--- config.mk ---
export PLATFORM = sky130hd
export DESIGN_NAME = instr_reg_decode_flat
export DESIGN_NICKNAME = d
export VERILOG_FILES = /design/src/rtl/instr_reg_decode_if.sv /design/src/rtl/instr_reg_decode.sv /design/src/flat_wrapper.sv
export SDC_FILE = /design/constraint.sdc
export NUM_CORES = 1
export LEC_CHECK = 0
export CAP_MARGIN = 20
export CELL_PAD_IN_SITES_DETAIL_PLACEMENT = 1
export CELL_PAD_IN_SITES_GLOBAL_PLACEMENT = 1
export CORE_MARGIN = 8
export CORE_UTILIZATION = 35
export CTS_BUF_LIST = sky130_fd_sc_hd__clkbuf_8
export DETAILED_ROUTE_END_ITERATION = 12
export PLACE_DENSITY_LB_ADDON = 0.1
export REMOVE_ABC_BUFFERS = 1
export SETUP_SLACK_MARGIN = 0.4
export SYNTH_ARGS = -nofsm -noshare
export SYNTH_HDL_FRONTEND = slang
export SYNTH_SLANG_ARGS = --single-unit
--- constraint.sdc ---
create_clock -name clock -period 2.5 [get_ports clock]
set_input_delay 0.5 -clock clock [delete_from_list [all_inputs] [get_ports clock]]
set_output_delay 0.5 -clock clock [all_outputs]
set_load 0.005 [all_outputs]
--- src/rtl/instr_reg_decode_if.sv ---
// Fetch/decode bundle for instr_reg_decode: control and memory inputs, latched
// instruction, decoded fields and status flags.
interface instr_reg_decode_if;
    logic        fetch_req;
    logic [31:0] mem_rdata;
    logic        mem_valid;
    logic        mem_req;
    logic        ir_valid;
    logic [31:0] Instr31_0;
    logic [2:0]  InstrType;
    logic [6:0]  opcode;
    logic [4:0]  rd;
    logic [2:0]  funct3;
    logic [4:0]  rs1;
    logic [4:0]  rs2;
    logic [6:0]  funct7;
    logic        illegal;
    logic        timeout;
    logic [31:0] instr_count;

    modport master (
        output fetch_req, mem_rdata, mem_valid,
        input  mem_req, ir_valid, Instr31_0, InstrType, opcode, rd, funct3, rs1, rs2,
               funct7, illegal, timeout, instr_count
    );

    modport slave (
        input  fetch_req, mem_rdata, mem_valid,
        output mem_req, ir_valid, Instr31_0, InstrType, opcode, rd, funct3, rs1, rs2,
               funct7, illegal, timeout, instr_count
    );
endinterface

--- src/rtl/instr_reg_decode.sv ---
// Instruction register and primary decoder with fetch timeout and latch counter.
// Optional IR_ILLEGAL_TRAP_EN: unmapped opcodes decode as InstrType 111 and set illegal.
module instr_reg_decode #(
    parameter int unsigned TIMEOUT = 16
) (
    input logic               clock,
    input logic               reset,
    instr_reg_decode_if.slave bus
);

    typedef enum logic [1:0] {StIdle, StWait, StFull} state_e;

    localparam logic [7:0] TimeoutLast = 8'(TIMEOUT - 1);

    state_e      state_q, state_d;
    logic [7:0]  wait_cnt_q, wait_cnt_d;
    logic [31:0] instr_q, instr_d;
    logic [2:0]  type_q, type_d;
    logic        illegal_q, illegal_d;
    logic        timeout_q, timeout_d;
    logic [31:0] count_q, count_d;

    logic [2:0]  dec_type;
    logic        dec_illegal;

    // Decode straight from the memory word so the result lands with the latch.
    always_comb begin
        dec_type    = 3'b000;
        dec_illegal = 1'b0;
        unique case (bus.mem_rdata[6:0])
            7'b0000011, 7'b0010011, 7'b0011011, 7'b1100111, 7'b1110011: dec_type = 3'b000;
            7'b0100011:                                                 dec_type = 3'b001;
            7'b1100011:                                                 dec_type = 3'b010;
            7'b1101111:                                                 dec_type = 3'b011;
            7'b0110111, 7'b0010111:                                     dec_type = 3'b100;
            7'b0110011, 7'b0111011:                                     dec_type = 3'b101;
            default: begin
`ifdef IR_ILLEGAL_TRAP_EN
                dec_type    = 3'b111;
                dec_illegal = 1'b1;
`else
                dec_type    = 3'b000;
                dec_illegal = 1'b0;
`endif
            end
        endcase
    end

    always_comb begin
        state_d    = state_q;
        wait_cnt_d = wait_cnt_q;
        instr_d    = instr_q;
        type_d     = type_q;
        illegal_d  = illegal_q;
        timeout_d  = 1'b0;
        count_d    = count_q;
        unique case (state_q)
            StIdle, StFull: begin
                if (bus.fetch_req) begin
                    state_d    = StWait;
                    wait_cnt_d = 8'd0;
                end
            end
            StWait: begin
                // A valid word on the expiry cycle still wins over the timeout.
                if (bus.mem_valid) begin
                    state_d   = StFull;
                    instr_d   = bus.mem_rdata;
                    type_d    = dec_type;
                    illegal_d = dec_illegal;
                    count_d   = count_q + 32'd1;
                end else if (wait_cnt_q == TimeoutLast) begin
                    state_d   = StIdle;
                    timeout_d = 1'b1;
                end else begin
                    wait_cnt_d = wait_cnt_q + 8'd1;
                end
            end
            default: state_d = StIdle;
        endcase
    end

    always_ff @(posedge clock) begin
        if (reset) begin
            state_q    <= StIdle;
            wait_cnt_q <= 8'd0;
            instr_q    <= 32'd0;
            type_q     <= 3'b000;
            illegal_q  <= 1'b0;
            timeout_q  <= 1'b0;
            count_q    <= 32'd0;
        end else begin
            state_q    <= state_d;
            wait_cnt_q <= wait_cnt_d;
            instr_q    <= instr_d;
            type_q     <= type_d;
            illegal_q  <= illegal_d;
            timeout_q  <= timeout_d;
            count_q    <= count_d;
        end
    end

    assign bus.mem_req     = (state_q == StWait);
    assign bus.ir_valid    = (state_q == StFull);
    assign bus.Instr31_0   = instr_q;
    assign bus.InstrType   = type_q;
    assign bus.opcode      = instr_q[6:0];
    assign bus.rd          = instr_q[11:7];
    assign bus.funct3      = instr_q[14:12];
    assign bus.rs1         = instr_q[19:15];
    assign bus.rs2         = instr_q[24:20];
    assign bus.funct7      = instr_q[31:25];
    assign bus.illegal     = illegal_q;
    assign bus.timeout     = timeout_q;
    assign bus.instr_count = count_q;

endmodule

--- src/flat_wrapper.sv ---
// flat-port wrapper written by rule: the top's interface ports become plain ports
module instr_reg_decode_flat 
#(
    parameter int unsigned TIMEOUT = 16
)
  (clock, reset, bus_fetch_req, bus_mem_rdata, bus_mem_valid, bus_mem_req, bus_ir_valid, bus_Instr31_0, bus_InstrType, bus_opcode, bus_rd, bus_funct3, bus_rs1, bus_rs2, bus_funct7, bus_illegal, bus_timeout, bus_instr_count);
  instr_reg_decode_if bus_i ();
  input logic clock;
  input logic reset;
  input wire logic [$bits(bus_i.fetch_req)-1:0] bus_fetch_req;
  input wire logic [$bits(bus_i.mem_rdata)-1:0] bus_mem_rdata;
  input wire logic [$bits(bus_i.mem_valid)-1:0] bus_mem_valid;
  output wire logic [$bits(bus_i.mem_req)-1:0] bus_mem_req;
  output wire logic [$bits(bus_i.ir_valid)-1:0] bus_ir_valid;
  output wire logic [$bits(bus_i.Instr31_0)-1:0] bus_Instr31_0;
  output wire logic [$bits(bus_i.InstrType)-1:0] bus_InstrType;
  output wire logic [$bits(bus_i.opcode)-1:0] bus_opcode;
  output wire logic [$bits(bus_i.rd)-1:0] bus_rd;
  output wire logic [$bits(bus_i.funct3)-1:0] bus_funct3;
  output wire logic [$bits(bus_i.rs1)-1:0] bus_rs1;
  output wire logic [$bits(bus_i.rs2)-1:0] bus_rs2;
  output wire logic [$bits(bus_i.funct7)-1:0] bus_funct7;
  output wire logic [$bits(bus_i.illegal)-1:0] bus_illegal;
  output wire logic [$bits(bus_i.timeout)-1:0] bus_timeout;
  output wire logic [$bits(bus_i.instr_count)-1:0] bus_instr_count;
  assign bus_i.fetch_req = bus_fetch_req;
  assign bus_i.mem_rdata = bus_mem_rdata;
  assign bus_i.mem_valid = bus_mem_valid;
  assign bus_mem_req = bus_i.mem_req;
  assign bus_ir_valid = bus_i.ir_valid;
  assign bus_Instr31_0 = bus_i.Instr31_0;
  assign bus_InstrType = bus_i.InstrType;
  assign bus_opcode = bus_i.opcode;
  assign bus_rd = bus_i.rd;
  assign bus_funct3 = bus_i.funct3;
  assign bus_rs1 = bus_i.rs1;
  assign bus_rs2 = bus_i.rs2;
  assign bus_funct7 = bus_i.funct7;
  assign bus_illegal = bus_i.illegal;
  assign bus_timeout = bus_i.timeout;
  assign bus_instr_count = bus_i.instr_count;
  instr_reg_decode #(.TIMEOUT(TIMEOUT)) u_core (.clock(clock), .reset(reset), .bus(bus_i));
endmodule
==> impl_metrics.env <==
export IMPL_insertion_delay_ns=0.35
export IMPL_finalWorstSetupSlack_ns=0.502
export IMPL_hpwl_mm=8.71
export IMPL_hold_ws_ns=0.463
export IMPL_rsz0062_at_grt="no"
export IMPL_routabilityCongestion=0.802
export IMPL_antenna_cells=0
export IMPL_total_leakage_power_nw=1.76
export IMPL_dieArea_um2=13800
export IMPL_peakVddDrop_v=0.000233
export IMPL_tightest_slew_ns=0.506
export IMPL_fin_nets=579
export IMPL_rr_worst_depth=4
export IMPL_place_inst=662
export IMPL_fmax_ghz=0.500
export IMPL_cts_root_buffer="clkbuf_8"
export IMPL_syn_area_per_cell_um2=8.27
export IMPL_crit_fanout=15
export IMPL_regToRegEndpoint="u_core.bus.instr_count[18]"
export IMPL_yosysSeqAreaShare=0.433
export IMPL_tritoncts_num_buffers=9
export IMPL_end_kind="flip-flop"
export IMPL_cts_tree="built"
export IMPL_core_area_um2=10200
export IMPL_synth_ff_type="dfxtp_1"
export IMPL_drt_iter0_drc=140
export IMPL_yosys_warnings=0
export IMPL_grt_pass1_vias=3817
export IMPL_critPathArrivalTime_ns=2.28
export IMPL_min_delay_path_depth=2
export IMPL_synth_edf_count=0
export IMPL_drive_gt1_frac=0.0642
export IMPL_finalSetupViolations=0
export IMPL_slew_violations=0
export IMPL_min_to="u_core.bus.InstrType[2]"
export IMPL_start_kind="input port"
export IMPL_dieHeight_um=118
export IMPL_clkTransAtPathRegs_ns=0.08
export IMPL_clock_path_buffers=2
export IMPL_htreeDepth=3
export IMPL_drc_errors=0
export IMPL_ys_types=41
export IMPL_fillers=1226
export IMPL_ys_seq_elements=78
export IMPL_synthTopCellsByCount="dfxtp_1 (78), nand2_1 (78), a21oi_1 (60)"
export IMPL_instances_no_fill=681
export IMPL_vias=3512
export IMPL_hold_viol=0
export IMPL_fin_crit_ns=2.00
export IMPL_async_flop_share=0
export IMPL_clock_skew_final_ns=0.00781
export IMPL_setup_tns_ns=0
export IMPL_initial_core_util=0.354
export IMPL_grt_start_max_net_pins=33
export IMPL_netlist_area_um2=3610
export IMPL_via_per_inst=5.16
export IMPL_holdCritStartpoint="u_core.bus.InstrType[2]"
export IMPL_die_w_um=118
export IMPL_grt_pass1_wl_mm=19.3
export IMPL_grt_overflow=0
export IMPL_syn_inst=436
export IMPL_detail_route_wirelength_mm=12.0
export IMPL_num_rows=37
export IMPL_crit_type="input port to flip-flop"
export IMPL_power_density_nw_per_um2=467
export IMPL_finalCritPeriodShare=0.799
export IMPL_drt_pass1_iterations=4
export IMPL_maxCapViolations=0
export IMPL_ios=139
export IMPL_r2r_start="u_core.bus.instr_count[7]"
export IMPL_antenna_found_initial=0
export IMPL_ant_nets=0
export IMPL_status="finished clean"
export IMPL_hp_class="flip-flop to flip-flop"
export IMPL_post_synth_top_area_fraction=0.433
export IMPL_r2r_slack_ns=0.53
export IMPL_synth_area_leaders="dfxtp_1 (43%), a21oi_1 (8.3%), nand2_1 (8.1%), buf_4 (7.1%), o31ai_1 (2.9%)"
export IMPL_cts_sinks=78
export IMPL_wl_per_cell_um=17.6
export IMPL_grt_usage=0.169
export IMPL_relSlewSlack=0.662
export IMPL_syn2layout_area_growth_pct=41.4
export IMPL_yosysTopAreaCell="dfxtp_1"
export IMPL_place_ws_ns=0.0746
export IMPL_numPortBuffers=137
export IMPL_worstPathRequired_ns=2.78
[layout by cell type, fill, tap and decap left out, types with 2 or more instances in the layout]
cell type        instances
or3_1                    9
inv_1                    7
nand4b_1                 2
clkbuf_8                11
clkdlybuf4s50_1        136
and4b_1                  3
ha_1                     2
buf_4                   15
nand3_1                 18
and2_1                   5
nor2b_1                  4
xor2_1                  12
nand4_4                  2
a21oi_1                 60
nand2_1                 78
and4_1                   5
nand2b_1                 3
o21ai_0                  7
nor3_1                   4
nand4_1                 14
dfxtp_1                 77
o31ai_1                 14
o2111ai_1                2
or4_1                   14
nor2_1                  14
mux2i_1                  4
and3_1                   5
xnor2_1                  2
[power by group]
group | switching, W | leakage, nW | internal, W
sequential | 0.0000221 | 0.631 | 0.00126
clock | 0.000446 | 0.0990 | 0.000398
combinational | 0.000106 | 1.03 | 0.000146
[worst max-delay path, cell delays in order]
cell	delay [ns]
clkdlybuf4s50_1	0.51
and4b_1	0.26
buf_12	0.16
nand4_1	0.18
or4_1	0.51
a21oi_1	0.15
[through the flow]
| step | area (um^2) | total power [W] | util |
|---|---|---|---|
| finish | 5100 | 0.00238 | 0.501 |
| global route | 5100 | 0.00251 | 0.501 |
| CTS | 5050 | 0.00242 | 0.496 |
| detailed placement | 4880 | 0.00157 | 0.479 |
| global placement | 4880 | 0.00157 | 0.479 |
| floorplan | 3240 | 0.00137 | - |
[timing repair]
item / in CTS / in global routing
buffers inserted: 0 / 3
setup endpoints to repair: 1 / 13
cloned: 0 / 1
resized for setup: 1 / 2
pin swaps: 0 / 4
hold buffers: 0 / 0
[area by class of cell]
type,count,area [um^2],share of cell area
multi-input cells,295,1680,0.330
flip-flops and latches,78,1560,0.307
repair buffers,153,1500,0.294
well taps,136,170,0.0334
clock buffers,11,151,0.0297
clock inverters,4,16.3,0.00319
inverters,4,15.0,0.00294
[state kept, by name, indices dropped and copies added, names as in the netlist]
name / count
u_core.bus.InstrType: 3
u_core.bus.timeout: 1
u_core.bus.instr_count: 32
u_core.state_q: 2
u_core.bus.Instr31_0: 32
u_core.wait_cnt_q: 8
[metal layers]
metal	vias to the layer above	GRT usage	wire, um	part of all wire
met5	-	0	0	0
met4	0	0.0552	262	0.022
met3	16	0.0590	791	0.066
met2	93	0.305	6040	0.50
met1	1697	0.179	4880	0.41
li1	1706	-	-	-
[how the worst max path moves through the flow]
stage / start / endpoint / slack [ns]
finish: bus_mem_valid / u_core.bus.instr_count[30] / 0.50
global route: bus_mem_valid / u_core.bus.instr_count[22] / 0.39
CTS: u_core.state_q[0] / bus_mem_req / 0.40
detailed placement: bus_mem_valid / u_core.bus.instr_count[25] / 0.07
global placement: bus_mem_valid / u_core.bus.instr_count[25] / 0.16
floorplan: bus_mem_valid / u_core.bus.instr_count[28] / 0.64
[cells by family after synthesis]
| group | Yosys count | share of synthesized area |
|---|---|---|
| flops | 78 | 0.433 |
| compound gates | 87 | 0.135 |
| mux | 5 | 0.0142 |
| buf+inv | 64 | 0.107 |
| fa+ha+maj | 2 | 0.00694 |
| xor+xnor | 14 | 0.0340 |
| simple gates | 185 | 0.270 |
| other cells | 1 | 0.00104 |
No activity file was read; power rests on OpenSTA's default activity.
